## config.mk

```make
export PLATFORM = sky130hd
export DESIGN_NAME = mem_arbiter
export DESIGN_NICKNAME = d
export VERILOG_FILES = /design/src/rtl/mem_arb_pkg.sv /design/src/rtl/rr_arb2.sv /design/src/rtl/mem_arbiter.sv
export SDC_FILE = /design/constraint.sdc
export NUM_CORES = 1
export LEC_CHECK = 0
export BUFFER_PORTS_ARGS = -buffer_cell sky130_fd_sc_hd__clkbuf_2
export CAP_MARGIN = 5
export CELL_PAD_IN_SITES_DETAIL_PLACEMENT = 0
export CELL_PAD_IN_SITES_GLOBAL_PLACEMENT = 1
export CORE_MARGIN = 5
export CORE_UTILIZATION = 54
export CTS_BUF_LIST = sky130_fd_sc_hd__clkbuf_4
export DETAILED_ROUTE_END_ITERATION = 10
export PLACE_DENSITY_LB_ADDON = 0.1
export SETUP_SLACK_MARGIN = 0.1
export SYNTH_ARGS = -nofsm -noshare
export SYNTH_HDL_FRONTEND = slang
export SYNTH_HIERARCHICAL = 1
export SYNTH_SLANG_ARGS = --single-unit
```

## constraint.sdc

```tcl
create_clock -name clk -period 5.5 [get_ports clk]
set_clock_uncertainty 0.2 [all_clocks]
set_input_delay 0.825 -clock clk [delete_from_list [all_inputs] [get_ports clk]]
set_output_delay 0.825 -clock clk [all_outputs]
set_load 0.05 [all_outputs]
```

## src/rtl/mem_arb_pkg.sv

```systemverilog
// Shared widths and FSM state type for the two-port arbitrated memory.
package mem_arb_pkg;
  localparam int DATA_W = 8;
  localparam int ADDR_W = 3;
  localparam int DEPTH  = 1 << ADDR_W;

  typedef enum logic {ST_INIT, ST_READY} state_t;
endpackage

```

## src/rtl/rr_arb2.sv

```systemverilog
// Two-way round-robin arbiter: combinational grant, registered priority pointer.
module rr_arb2 (
  input  logic clk,
  input  logic rst,
  input  logic en,
  input  logic a_req,
  input  logic b_req,
  output logic a_gnt,
  output logic b_gnt
);
  // ptr_b = 1 means B wins the next contended cycle
  logic ptr_b;

  always_comb begin
    a_gnt = en & a_req & (~b_req | ~ptr_b);
    b_gnt = en & b_req & (~a_req | ptr_b);
  end

  always_ff @(posedge clk) begin
    if (rst)        ptr_b <= 1'b0;
    else if (a_gnt) ptr_b <= 1'b1;
    else if (b_gnt) ptr_b <= 1'b0;
  end
endmodule

```

## src/rtl/mem_arbiter.sv

```systemverilog
// Single storage array shared by two requesters; cleared after reset, then
// accessed through a round-robin arbiter with one-cycle read latency.
module mem_arbiter
  import mem_arb_pkg::*;
#(
  parameter int DATA_W_P = DATA_W,
  parameter int ADDR_W_P = ADDR_W
) (
  input  logic                clk,
  input  logic                rst,
  input  logic                a_req,
  input  logic                a_we,
  input  logic [ADDR_W_P-1:0] a_addr,
  input  logic [DATA_W_P-1:0] a_din,
  output logic                a_gnt,
  output logic                a_rvalid,
  output logic [DATA_W_P-1:0] a_rdata,
  input  logic                b_req,
  input  logic                b_we,
  input  logic [ADDR_W_P-1:0] b_addr,
  input  logic [DATA_W_P-1:0] b_din,
  output logic                b_gnt,
  output logic                b_rvalid,
  output logic [DATA_W_P-1:0] b_rdata,
  output logic                init_done
);
  localparam int DEPTH_P = 1 << ADDR_W_P;

  state_t              state;
  logic [ADDR_W_P-1:0] init_cnt;
  logic [DATA_W_P-1:0] mem [DEPTH_P];

  logic                arb_en;
  logic                wr_en;
  logic [ADDR_W_P-1:0] wr_addr;
  logic [DATA_W_P-1:0] wr_data;

  // Grants are suppressed while reset is asserted so nothing is accepted at a reset edge
  assign arb_en = (state == ST_READY) & ~rst;

  rr_arb2 u_arb (
    .clk   (clk),
    .rst   (rst),
    .en    (arb_en),
    .a_req (a_req),
    .b_req (b_req),
    .a_gnt (a_gnt),
    .b_gnt (b_gnt)
  );

  always_comb begin
    wr_en   = 1'b0;
    wr_addr = init_cnt;
    wr_data = '0;
    if (state == ST_INIT && !rst) begin
      wr_en = 1'b1;
    end else if (a_gnt) begin
      wr_en   = a_we;
      wr_addr = a_addr;
      wr_data = a_din;
    end else if (b_gnt) begin
      wr_en   = b_we;
      wr_addr = b_addr;
      wr_data = b_din;
    end
  end

  always_ff @(posedge clk) begin
    if (wr_en) mem[wr_addr] <= wr_data;
  end

  always_ff @(posedge clk) begin
    if (rst) begin
      state     <= ST_INIT;
      init_cnt  <= '0;
      init_done <= 1'b0;
    end else begin
      case (state)
        ST_INIT: begin
          init_cnt <= init_cnt + 1'b1;
          if (init_cnt == ADDR_W_P'(DEPTH_P - 1)) begin
            state     <= ST_READY;
            init_done <= 1'b1;
          end
        end
        default: state <= ST_READY;
      endcase
    end
  end

  // Read data registers hold their value between reads
  always_ff @(posedge clk) begin
    if (rst) begin
      a_rvalid <= 1'b0;
      b_rvalid <= 1'b0;
      a_rdata  <= '0;
      b_rdata  <= '0;
    end else begin
      a_rvalid <= a_gnt & ~a_we;
      b_rvalid <= b_gnt & ~b_we;
      if (a_gnt && !a_we) a_rdata <= mem[a_addr];
      if (b_gnt && !b_we) b_rdata <= mem[b_addr];
    end
  end
endmodule

```

### Word level (Yosys, flattened, before mapping)

Memory sizes are Yosys's and may differ from the RTL's. A register that Yosys moved wholly into a read port is not among the register bits.
Index checks and enable logic that the tools add are counted.

* bits of input ports: 28
* bits in latches: 0
* word-level logic and storage cells: 48
* memory bits (read-only): 0
* flip-flop bits (word level): 8
* bits in writable memories: 64
* output and inout port bits: 21
* memories kept: 1

Memory list
* mem: depth 8, width 8, read ports 2, clocked after memory_dff 2, write ports 1, RTL line mem_arbiter.sv:31 `logic [DATA_W_P-1:0] mem [DEPTH_P];`

* equality and inequality tests: 1
* bitwise operators: 16
* shifts and indexed selects: 0
* div/mod/pow operators: 0
* $lt $le $gt $ge: 0
* add/subtract/negate cells: 1
* mux-type cells: 15
* reduce and logical (&&, ||, !) cells: 8
* multiply operators: 0

Operator list (number)
* $mux 8: 3
* $mux 1: 9
* $mux 3: 3
* $and 1x1->1: 7
* $not 1->1: 7
* $add 3x1->3 const B: 1
* $eq 3x3->1 const B: 1
* $logic_and 1x1->1: 3
* $logic_not 1->1: 3
* $or 1x1->1: 2
* $reduce_and 2->1: 1
* $reduce_bool 2->1: 1

### Depth between registers and ports, before layout

Gate-level depths: netlist of run 1.

* depth after elaboration: 9
* mapped depth: 11
* mapped depth without buffers: 8

### Modules after synthesis

The synthesis of run 1 kept the hierarchy.

Modules (own cells, without submodules)
* mem_arbiter: area each 3890.0 um^2, seq. area each 2382.3 um^2, times used 1, cells each 253
* rr_arb2: area each 55.1 um^2, seq. area each 20.0 um^2, times used 1, cells each 8

### Least setup slack after synthesis of run 1

Ideal clock, no wire load.

* kind: in2reg
* start: in rst
* end: mem mem[0][0] (netlist name) (enable)
* library setup time: 0.383 ns
* stages: 11
* buffers on the path: 4
* arrival time: 3.751 ns
* slack: 1.166 ns
* data required time: 4.917 ns
* path through: buf_2 > buf_1 > nor2_1 > nand2_1 > a21oi_1 > buf_2 > nor2b_1 > buf_4 > a22oi_1 > o21ai_0 > nor3_1

* elaborated cells between the ends (all ways): 16
* those cells by class: mux: 8; bitwise: 6; reduce/logical: 2

RTL lines
* from (decl): RTL line mem_arbiter.sv:10 `input logic rst,`
* $not 1->1 (*): RTL line mem_arbiter.sv:39 `assign arb_en = (state == ST_READY) & ~rst;`
* $and 1x1->1 (*): RTL line mem_arbiter.sv:39
* named net arb_en: RTL line mem_arbiter.sv:33 `logic arb_en;`
* $and 1x1->1 (*) (2 in a row): RTL line rr_arb2.sv:15 `a_gnt = en & a_req & (~b_req | ~ptr_b);`
* named net a_gnt: RTL line mem_arbiter.sv:15 `output logic a_gnt,`
* $mux 1: RTL line mem_arbiter.sv:57 `end else if (a_gnt) begin`
* $mux 1: RTL line mem_arbiter.sv:55 `if (state == ST_INIT && !rst) begin`
* $mux 1: RTL line mem_arbiter.sv:69 `if (wr_en) mem[wr_addr] <= wr_data;`
* $mux 1 (implied by the code): RTL line mem_arbiter.sv:69
* to (decl): RTL line mem_arbiter.sv:31

The timed path passes the listed nets; every way through them passes the cells marked *.

### Worst setup path after layout of run 1

* start: in rst
* end: mem mem[7][7] (netlist name) (enable)

* cells in the longest elaborated chain, start to end: 9
* elaborated cells between the ends (all ways): 16
* those cells by class: mux: 8; bitwise: 6; reduce/logical: 2

Ends and longest elaborated chain
* $not 1->1 (*): RTL line mem_arbiter.sv:39
* $and 1x1->1 (*): RTL line mem_arbiter.sv:39
* named net arb_en: RTL line mem_arbiter.sv:33
* $and 1x1->1 (2 in a row): RTL line rr_arb2.sv:16 `b_gnt = en & b_req & (~a_req | ptr_b);`
* $mux 1: RTL line mem_arbiter.sv:61 `end else if (b_gnt) begin`
* $mux 1: RTL line mem_arbiter.sv:57
* $mux 1: RTL line mem_arbiter.sv:55
* $mux 1: RTL line mem_arbiter.sv:69
* $mux 1 (implied by the code): RTL line mem_arbiter.sv:69

Marked as above.

==> metrics.cfg, run 1 <==
[status]
status = complete, no violations

[power]
switching_share = 0.2446
p_leak_uw = 0.001442
p_seq_frac = 0.609
peakVddDrop_mv = 0.1663
switching_power_uw = 294.4
power_density_mw_per_mm2 = 276.6
p_int_uw = 909.4
pwr-share-clk = 0.314
p_comb_frac = 0.077

[cells_and_area]
finalNonFillerCells = 409
layout.nets = 335
fillers = 565
diodes = 0
area_delta_synth_final_pct = 10.31
drive_gt1_frac = 0.3097

[logic_synthesis]
synthFlopType = edfxtp_1
synth_edf_count = 64
synth_fa_ha_area_frac = 0.006343
synth_top_family_by_area = multiplexers
avgSynthCellArea_sq_um = 15.12
synthArstFlopShare = 0
netlist_instances = 261
synth.area.top_cells = edfxtp_1 49%, mux4_2 15%, dfxtp_1 12%
yosys.area.top_type = edfxtp_1
synth.distinct_cells = 29
yosys.area_share.simple = 0.08595
synthTopCellsByCount = 64 x edfxtp_1, 33 x nor2_1, 26 x mux4_2
synth_compound_area_frac = 0.06565
synth_xor_area_frac = 0.002220
synth_mux_area_frac = 0.1935
yosysWarningCount = 6
synth_top_area_frac = 0.4872
yosysSeqAreaShare = 0.6089
syn_nets = 291
ys_ff_latch = 88
synth.most_common_cell = edfxtp_1
synth_area_sq_mm = 0.003945

[critical_path]
cp_data_arrival_time_ps = 4190
worst_setup_path_start_kind = input pin
critPathKind = input pin to flip-flop
worstSetupEndpointType = flip-flop
required_ps = 5380
worstPathMaxFanout = 28
worstRegToRegCells = 8
reg2reg_setup_slack_ps = 1350

[global_routing]
track_usage = 0.2227
grt_start_max_net_pins = 29
grt_pass1_wl_mm = 14.20
gr-total-overflow = 0
antenna_found_initial = 0
first_global_vias = 2414

[die]
initial_core_util = 0.5498
row_count = 31
io_pins = 49
die-height_microns = 95.47
dieArea_sq_mm = 0.009115
coreArea_sq_mm = 0.007176
die_width_microns = 95.47

[sta]
worst_pin_slew_ps = 1212
setup_viol = 0
min_period_ps = 4311
fin_ws_ps = 1189
fin_crit_sh = 0.7838
hold_viol_final = 0
slew_headroom = 0.1859
max_freq_mhz = 232.0
finalMaxSlewViolations = 0
rsz0062_at_grt = false
tns_ps = 0

[placed_design]
globalplace.congestion = 0.8100
pre_cts_ws_ps = 737.6
portBuffers = 48
placed_cells = 393
dp_hpwl_mm = 7.102

[route]
drt-initial-drc-count = 226
drt-total-wl_mm = 9.748
wire_per_inst_microns = 23.83
dr.pass1.iters = 5
drcViolationCount = 0
ant_nets = 0
via_per_inst = 6.244
vias = 2554

[clock_network]
postCtsHoldBufs = 0
ctsResizeCount = 0
clk_pin_slew_worst_paths_ps = 140
root_buffer = clkbuf_4
clock_latency_ps = 450
cts_tree = done
cts_htree_levels = 3
cts_setup_buffers = 0
cts_buffers = 9
clock_path_buffers = 2
cts.sinks = 88

[run]
drv_cap = 0

[worst_hold_path]
hold_class = flip-flop to flip-flop
whs_path_depth = 2

-- layout by cell type, fill, tap and decap left out, types with 3 or more instances in the layout --
cell      count
mux4_1        6
nor2_1       33
clkbuf_4      9
nor3_1       24
a21oi_1       5
clkbuf_2     48
buf_4         5
a22oi_1       9
nor2b_1       6
edfxtp_1     64
nand2_1       7
dfxtp_1      24
o22ai_1      18
mux4_2       26
nand2b_1      3
-- path summary, 6_finish.rpt --
path	from	end
worst max register to register	state	mem[7][7]
worst min register to register	init_done	init_done
worst min-delay path	init_done	init_done
worst max-delay path	rst	mem[7][7]
-- cells by family (layout without fill, tap and decap cells) --
logic type / Yosys count / after routing
fa+ha+maj: 2 / 2
flops: 88 / 88
simple gates: 75 / 75
xor+xnor: 1 / 1
buf+inv: 22 / 71
compound gates: 39 / 39
mux: 34 / 34
-- per-stage QoR --
stage / hold slack, ps / total power (uW) / cell area (sq um) / util
2_1_floorplan: 267.8 / 811.2 / 3945 / -
3_3_place_gp: 263.0 / 839.3 / 4207 / 0.5862
3_5_place_dp: 277.4 / 840.9 / 4207 / 0.5862
4_1_cts: 304.9 / 1210 / 4352 / 0.6065
5_1_grt: 323.3 / 1240 / 4352 / 0.6065
6_report: 297.7 / 1204 / 4352 / 0.6065
-- registers in the layout (all words and copies together) (netlist names) --
name and count:
a_rdata 8, mem 64, b_rvalid 1, init_done 1
b_rdata 8, init_cnt 3, u_arb/ptr_b 1, state 1
a_rvalid 1
-- final cells by class --
cell class	count	area (sq um)	area share
Clock inverter	7	77.57	0.01783
Clock buffer	9	67.56	0.01553
Inverter	2	7.507	0.001725
Timing Repair Buffer	53	277.8	0.06383
Multi-Input combinational cell	151	1395	0.3206
Tap cell	99	123.9	0.02846
Sequential cell	88	2402	0.5520
-- power by group through the flow --
stage	clock network, uW	logic [uW]	registers [uW]
after global routing	406	98.8	735
after CTS	384	93.3	733
after detailed placement	0	93.1	748
after floorplan	0	68.2	743
after global placement	0	92.3	747
final	378	93.2	733
-- worst max-delay path, cell delays in order --
cell	delay [ps]
clkbuf_2	330
nor2_1	320
nand2_1	90
a21oi_1	360
nor2b_1	820
a221o_1	290
nand3_1	140
nor3_1	1010
-- per-layer routing --
| layer | wire, microns | up-vias | track usage |
|---|---|---|---|
| li1 | - | 1130 | - |
| met1 | 4207 | 1251 | 0.3129 |
| met2 | 4510 | 156 | 0.3399 |
| met3 | 860 | 17 | 0.04972 |
| met4 | 170 | 0 | 0.08649 |
| met5 | 0 | - | 0 |
(Power assumes the default switching activity.)
==> inputs of run 2 (changes only) <==
--- a/config.mk
+++ b/config.mk
@@ -5,12 +5,13 @@
 export SDC_FILE = /design/constraint.sdc
 export NUM_CORES = 1
 export LEC_CHECK = 0
+export ABC_AREA = 1
 export BUFFER_PORTS_ARGS = -buffer_cell sky130_fd_sc_hd__clkbuf_2
 export CAP_MARGIN = 5
 export CELL_PAD_IN_SITES_DETAIL_PLACEMENT = 0
 export CELL_PAD_IN_SITES_GLOBAL_PLACEMENT = 1
 export CORE_MARGIN = 5
-export CORE_UTILIZATION = 54
+export CORE_UTILIZATION = 45
 export CTS_BUF_LIST = sky130_fd_sc_hd__clkbuf_4
 export DETAILED_ROUTE_END_ITERATION = 10
 export PLACE_DENSITY_LB_ADDON = 0.1
==> constraint.sdc (replaced) <==
create_clock -name clk -period 4.3 [get_ports clk]
set_clock_uncertainty 0.2 [all_clocks]
set_input_delay 0.645 -clock clk [delete_from_list [all_inputs] [get_ports clk]]
set_output_delay 0.645 -clock clk [all_outputs]
set_load 0.05 [all_outputs]
==> run 2 against run 1 <==
Net effect:
- utilization decreased by 9.9 points
- highest routed layer unchanged
- global-route usage down 1.3 points
- area after synthesis is 15% higher
- critical path type is now flip-flop to flip-flop
- total power grew 38%
- largest power group unchanged
- non-clock buffer count up 2
==> metrics.cfg, run 2 <==
[placed_design]
pre_cts_ws_ps = 822.9  ; was 737.6 ps
dp_hpwl_mm = 8.910  ; was 7.102 mm
placed_cells = 724  ; was 393
globalplace.congestion = 0.8296  ; was 0.8100
portBuffers = 48  ; unchanged

[sta]
finalMaxSlewViolations = 0  ; unchanged
tns_ps = 0  ; unchanged
slew_headroom = 0.4422  ; was 0.1859
hold_ws_ps = 220.5  ; was 297.7 ps
worst_pin_slew_ps = 836.7  ; was 1212 ps
setup_viol = 0  ; unchanged
max_freq_mhz = 308.7
hold_viol_final = 0  ; unchanged
fin_crit_sh = 0.7533
min_period_ps = 3239
rsz0062_at_grt = false  ; unchanged
fin_ws_ps = 1061  ; was 1189 ps

[logic_synthesis]
synth.area.top_cells = edfxtp_1 42%, nand2_1 15%, dfxtp_1 11%  ; was edfxtp_1 49%, mux4_2 15%, dfxtp_1 12%
ys_ff_latch = 88  ; unchanged
synth_edf_count = 64  ; unchanged
yosysWarningCount = 6  ; unchanged
netlist_instances = 566  ; was 261
synth.distinct_cells = 24  ; was 29
avgSynthCellArea_sq_um = 8.047  ; was 15.12 sq um
synth.most_common_cell = nand2_1  ; was edfxtp_1
synthArstFlopShare = 0  ; unchanged
synthTopCellsByCount = 187 x nand2_1, 96 x nand3_1, 73 x inv_1  ; was 64 x edfxtp_1, 33 x nor2_1, 26 x mux4_2
synthFlopType = edfxtp_1  ; unchanged
synth_area_sq_mm = 0.004554  ; was 0.003945 sq mm
synth_top_area_frac = 0.4220  ; was 0.4872
syn_nets = 596  ; was 291
yosysSeqAreaShare = 0.5275  ; was 0.6089
yosys.area.top_type = edfxtp_1  ; unchanged

[die]
io_pins = 49  ; unchanged
coreArea_sq_mm = 0.009819  ; was 0.007176 sq mm
die_width_microns = 110.6  ; was 95.47 microns
initial_core_util = 0.4638  ; was 0.5498
row_count = 36  ; was 31
die-height_microns = 110.6  ; was 95.47 microns
dieArea_sq_mm = 0.01223  ; was 0.009115 sq mm

[route]
wire_per_inst_microns = 16.99  ; was 23.83 microns
dr.pass1.iters = 5  ; unchanged
vias = 3898  ; was 2,554
drt-total-wl_mm = 12.57  ; was 9.748 mm
ant_nets = 0  ; unchanged
drt-initial-drc-count = 316  ; was 226
drcViolationCount = 0  ; unchanged
via_per_inst = 5.268  ; was 6.244

[critical_path]
path_cells = inv_1, nor2_1, nand2_1, a21oi_1, nand2_1, o22ai_1, nand2_1, nand2_1, nand2_1, nor2_1  ; was clkbuf_2, nor2_1, nand2_1, a21oi_1, nor2b_1, a221o_1, nand3_1, nor3_1
cp_data_arrival_time_ps = 3080  ; was 4190 ps
worst-path-buf-inv = 1  ; unchanged
slowest_delay_ps = 660  ; was 1010 ps
critical-path-top-delay-family = simple AND/OR/NAND/NOR gates  ; unchanged
critPathKind = flip-flop to flip-flop  ; was input pin to flip-flop
worst_path_max_delay_cell = a21oi_1  ; was nor3_1
worstSetupEndpointType = flip-flop  ; unchanged
worstPathMaxFanout = 11  ; was 28
cpMostUsedCell = nand2_1
required_ps = 4140  ; was 5380 ps
worst_setup_path_start_kind = flip-flop  ; was input pin

[clock_network]
postCtsHoldBufs = 0  ; unchanged
ctsResizeCount = 0  ; unchanged
cts.sinks = 88  ; unchanged
clock_path_buffers = 2  ; unchanged
cts_tree = done  ; unchanged
clock_latency_ps = 430  ; was 450 ps
clk_pin_slew_worst_paths_ps = 150  ; was 140 ps
cts_buffers = 9  ; unchanged
root_buffer = clkbuf_4  ; unchanged
cts_htree_levels = 3  ; unchanged
cts_setup_buffers = 0  ; unchanged

[global_routing]
grt_start_max_net_pins = 33  ; was 29
grt_pass1_wl_mm = 20.12  ; was 14.20 mm
gr-total-overflow = 0  ; unchanged
track_usage = 0.2095  ; was 0.2227
antenna_found_initial = 0  ; unchanged
first_global_vias = 3692  ; was 2,414

[cells_and_area]
top_regs = mem x64, a_rdata x8, b_rdata x8  ; unchanged
fillers = 983  ; was 565
multiInputGateArea_sq_mm = 0.001628  ; was 0.001395 sq mm
finalNonFillerCells = 740  ; was 409
drive_gt1_frac = 0.1400  ; was 0.3097
diodes = 0  ; unchanged
final_cell_mix = 187 x nand2_1, 96 x nand3_1, 73 x inv_1  ; was 64 x edfxtp_1, 48 x clkbuf_2, 33 x nor2_1
register_area_sq_mm = 0.002402  ; unchanged
mostFrequentLayoutCell = nand2_1  ; was edfxtp_1
regMostFlops = mem  ; unchanged
layout.nets = 632  ; was 335
largest_register_ffs = 64  ; unchanged
area_delta_synth_final_pct = 9.423  ; was 10.31%

[power]
power_density_mw_per_mm2 = 333.9  ; was 276.6 mW/mm^2
peakVddDrop_mv = 0.1506  ; was 0.1663 mV
p_leak_uw = 0.002278  ; was 0.001442 uW

[run]
drv_cap = 0  ; unchanged

[status]
status = complete, no violations  ; unchanged

[worst_hold_path]
hold_class = input pin to flip-flop  ; was flip-flop to flip-flop

run 2: cell count changes after synthesis, sizes merged, moves of 3 or more:
cell,delta
nand3,+96
buf,+12
o22ai,-16
a22oi,-9
o21ai,+25
a21oi,+27
nor3,-22
mux4,-32
nor2b,-6
nand2,+181
nor2,-18
nand2b,-3
inv,+80
run 2: cell type report:
type                    instances  area share
inverters                      83     0.06352
flip-flops and latches         88      0.4820
multi-input cells             365      0.3266
repair buffers                 55     0.05875
clock inverters                 7     0.02209
well taps                     133     0.03339
clock buffers                   9     0.01356
run 2: metal layers:
metal / global-route usage / vias up / wire, microns
li1: - / 1901 / -
met5: 0 / - / 0
met4: 0.08621 / 0 / 416
met1: 0.2957 / 1820 / 5601
met2: 0.3216 / 151 / 5729
met3: 0.03282 / 26 / 823
run 2: logic make-up after synthesis:
| group | Yosys count | share of synthesized area |
|---|---|---|
| AO/OA/AOI/OAI | 61 | 0.06923 |
| adder cells (fa/ha/maj) | 2 | 0.005494 |
| buffers and inverters | 113 | 0.1151 |
| flip-flops | 88 | 0.5275 |
| AND/OR/NAND/NOR | 302 | 0.2827 |
run 2: metrics by stage:
stage / total power [uW] / instance area [sq um] / utilization
2_1_floorplan: 1072 / 4554 / -
3_3_place_gp: 1126 / 4806 / 0.4894
3_5_place_dp: 1128 / 4806 / 0.4894
4_1_cts: 1672 / 4984 / 0.5075
5_1_grt: 1742 / 4984 / 0.5075
6_report: 1664 / 4984 / 0.5075
run 2: where the power goes:
part	internal (uW)	total, uW	leakage [uW]	switching, uW
combinational	53.6	181	0.00134	128
sequential	920	928	0.000849	8.23
clock	289	555	0.0000872	266
total	1260	1660	0.00228	401
run 2: path summary, 6_finish.rpt:
check | start | endpoint | slack, ps | cells past startpoint
setup / recovery | state | mem[5][6] | 1060 | 10
hold / removal | a_we | a_rvalid | 220 | 2
setup reg to reg | state | mem[5][6] | 1060 | 10
hold reg to reg | init_done | init_done | 290 | 2
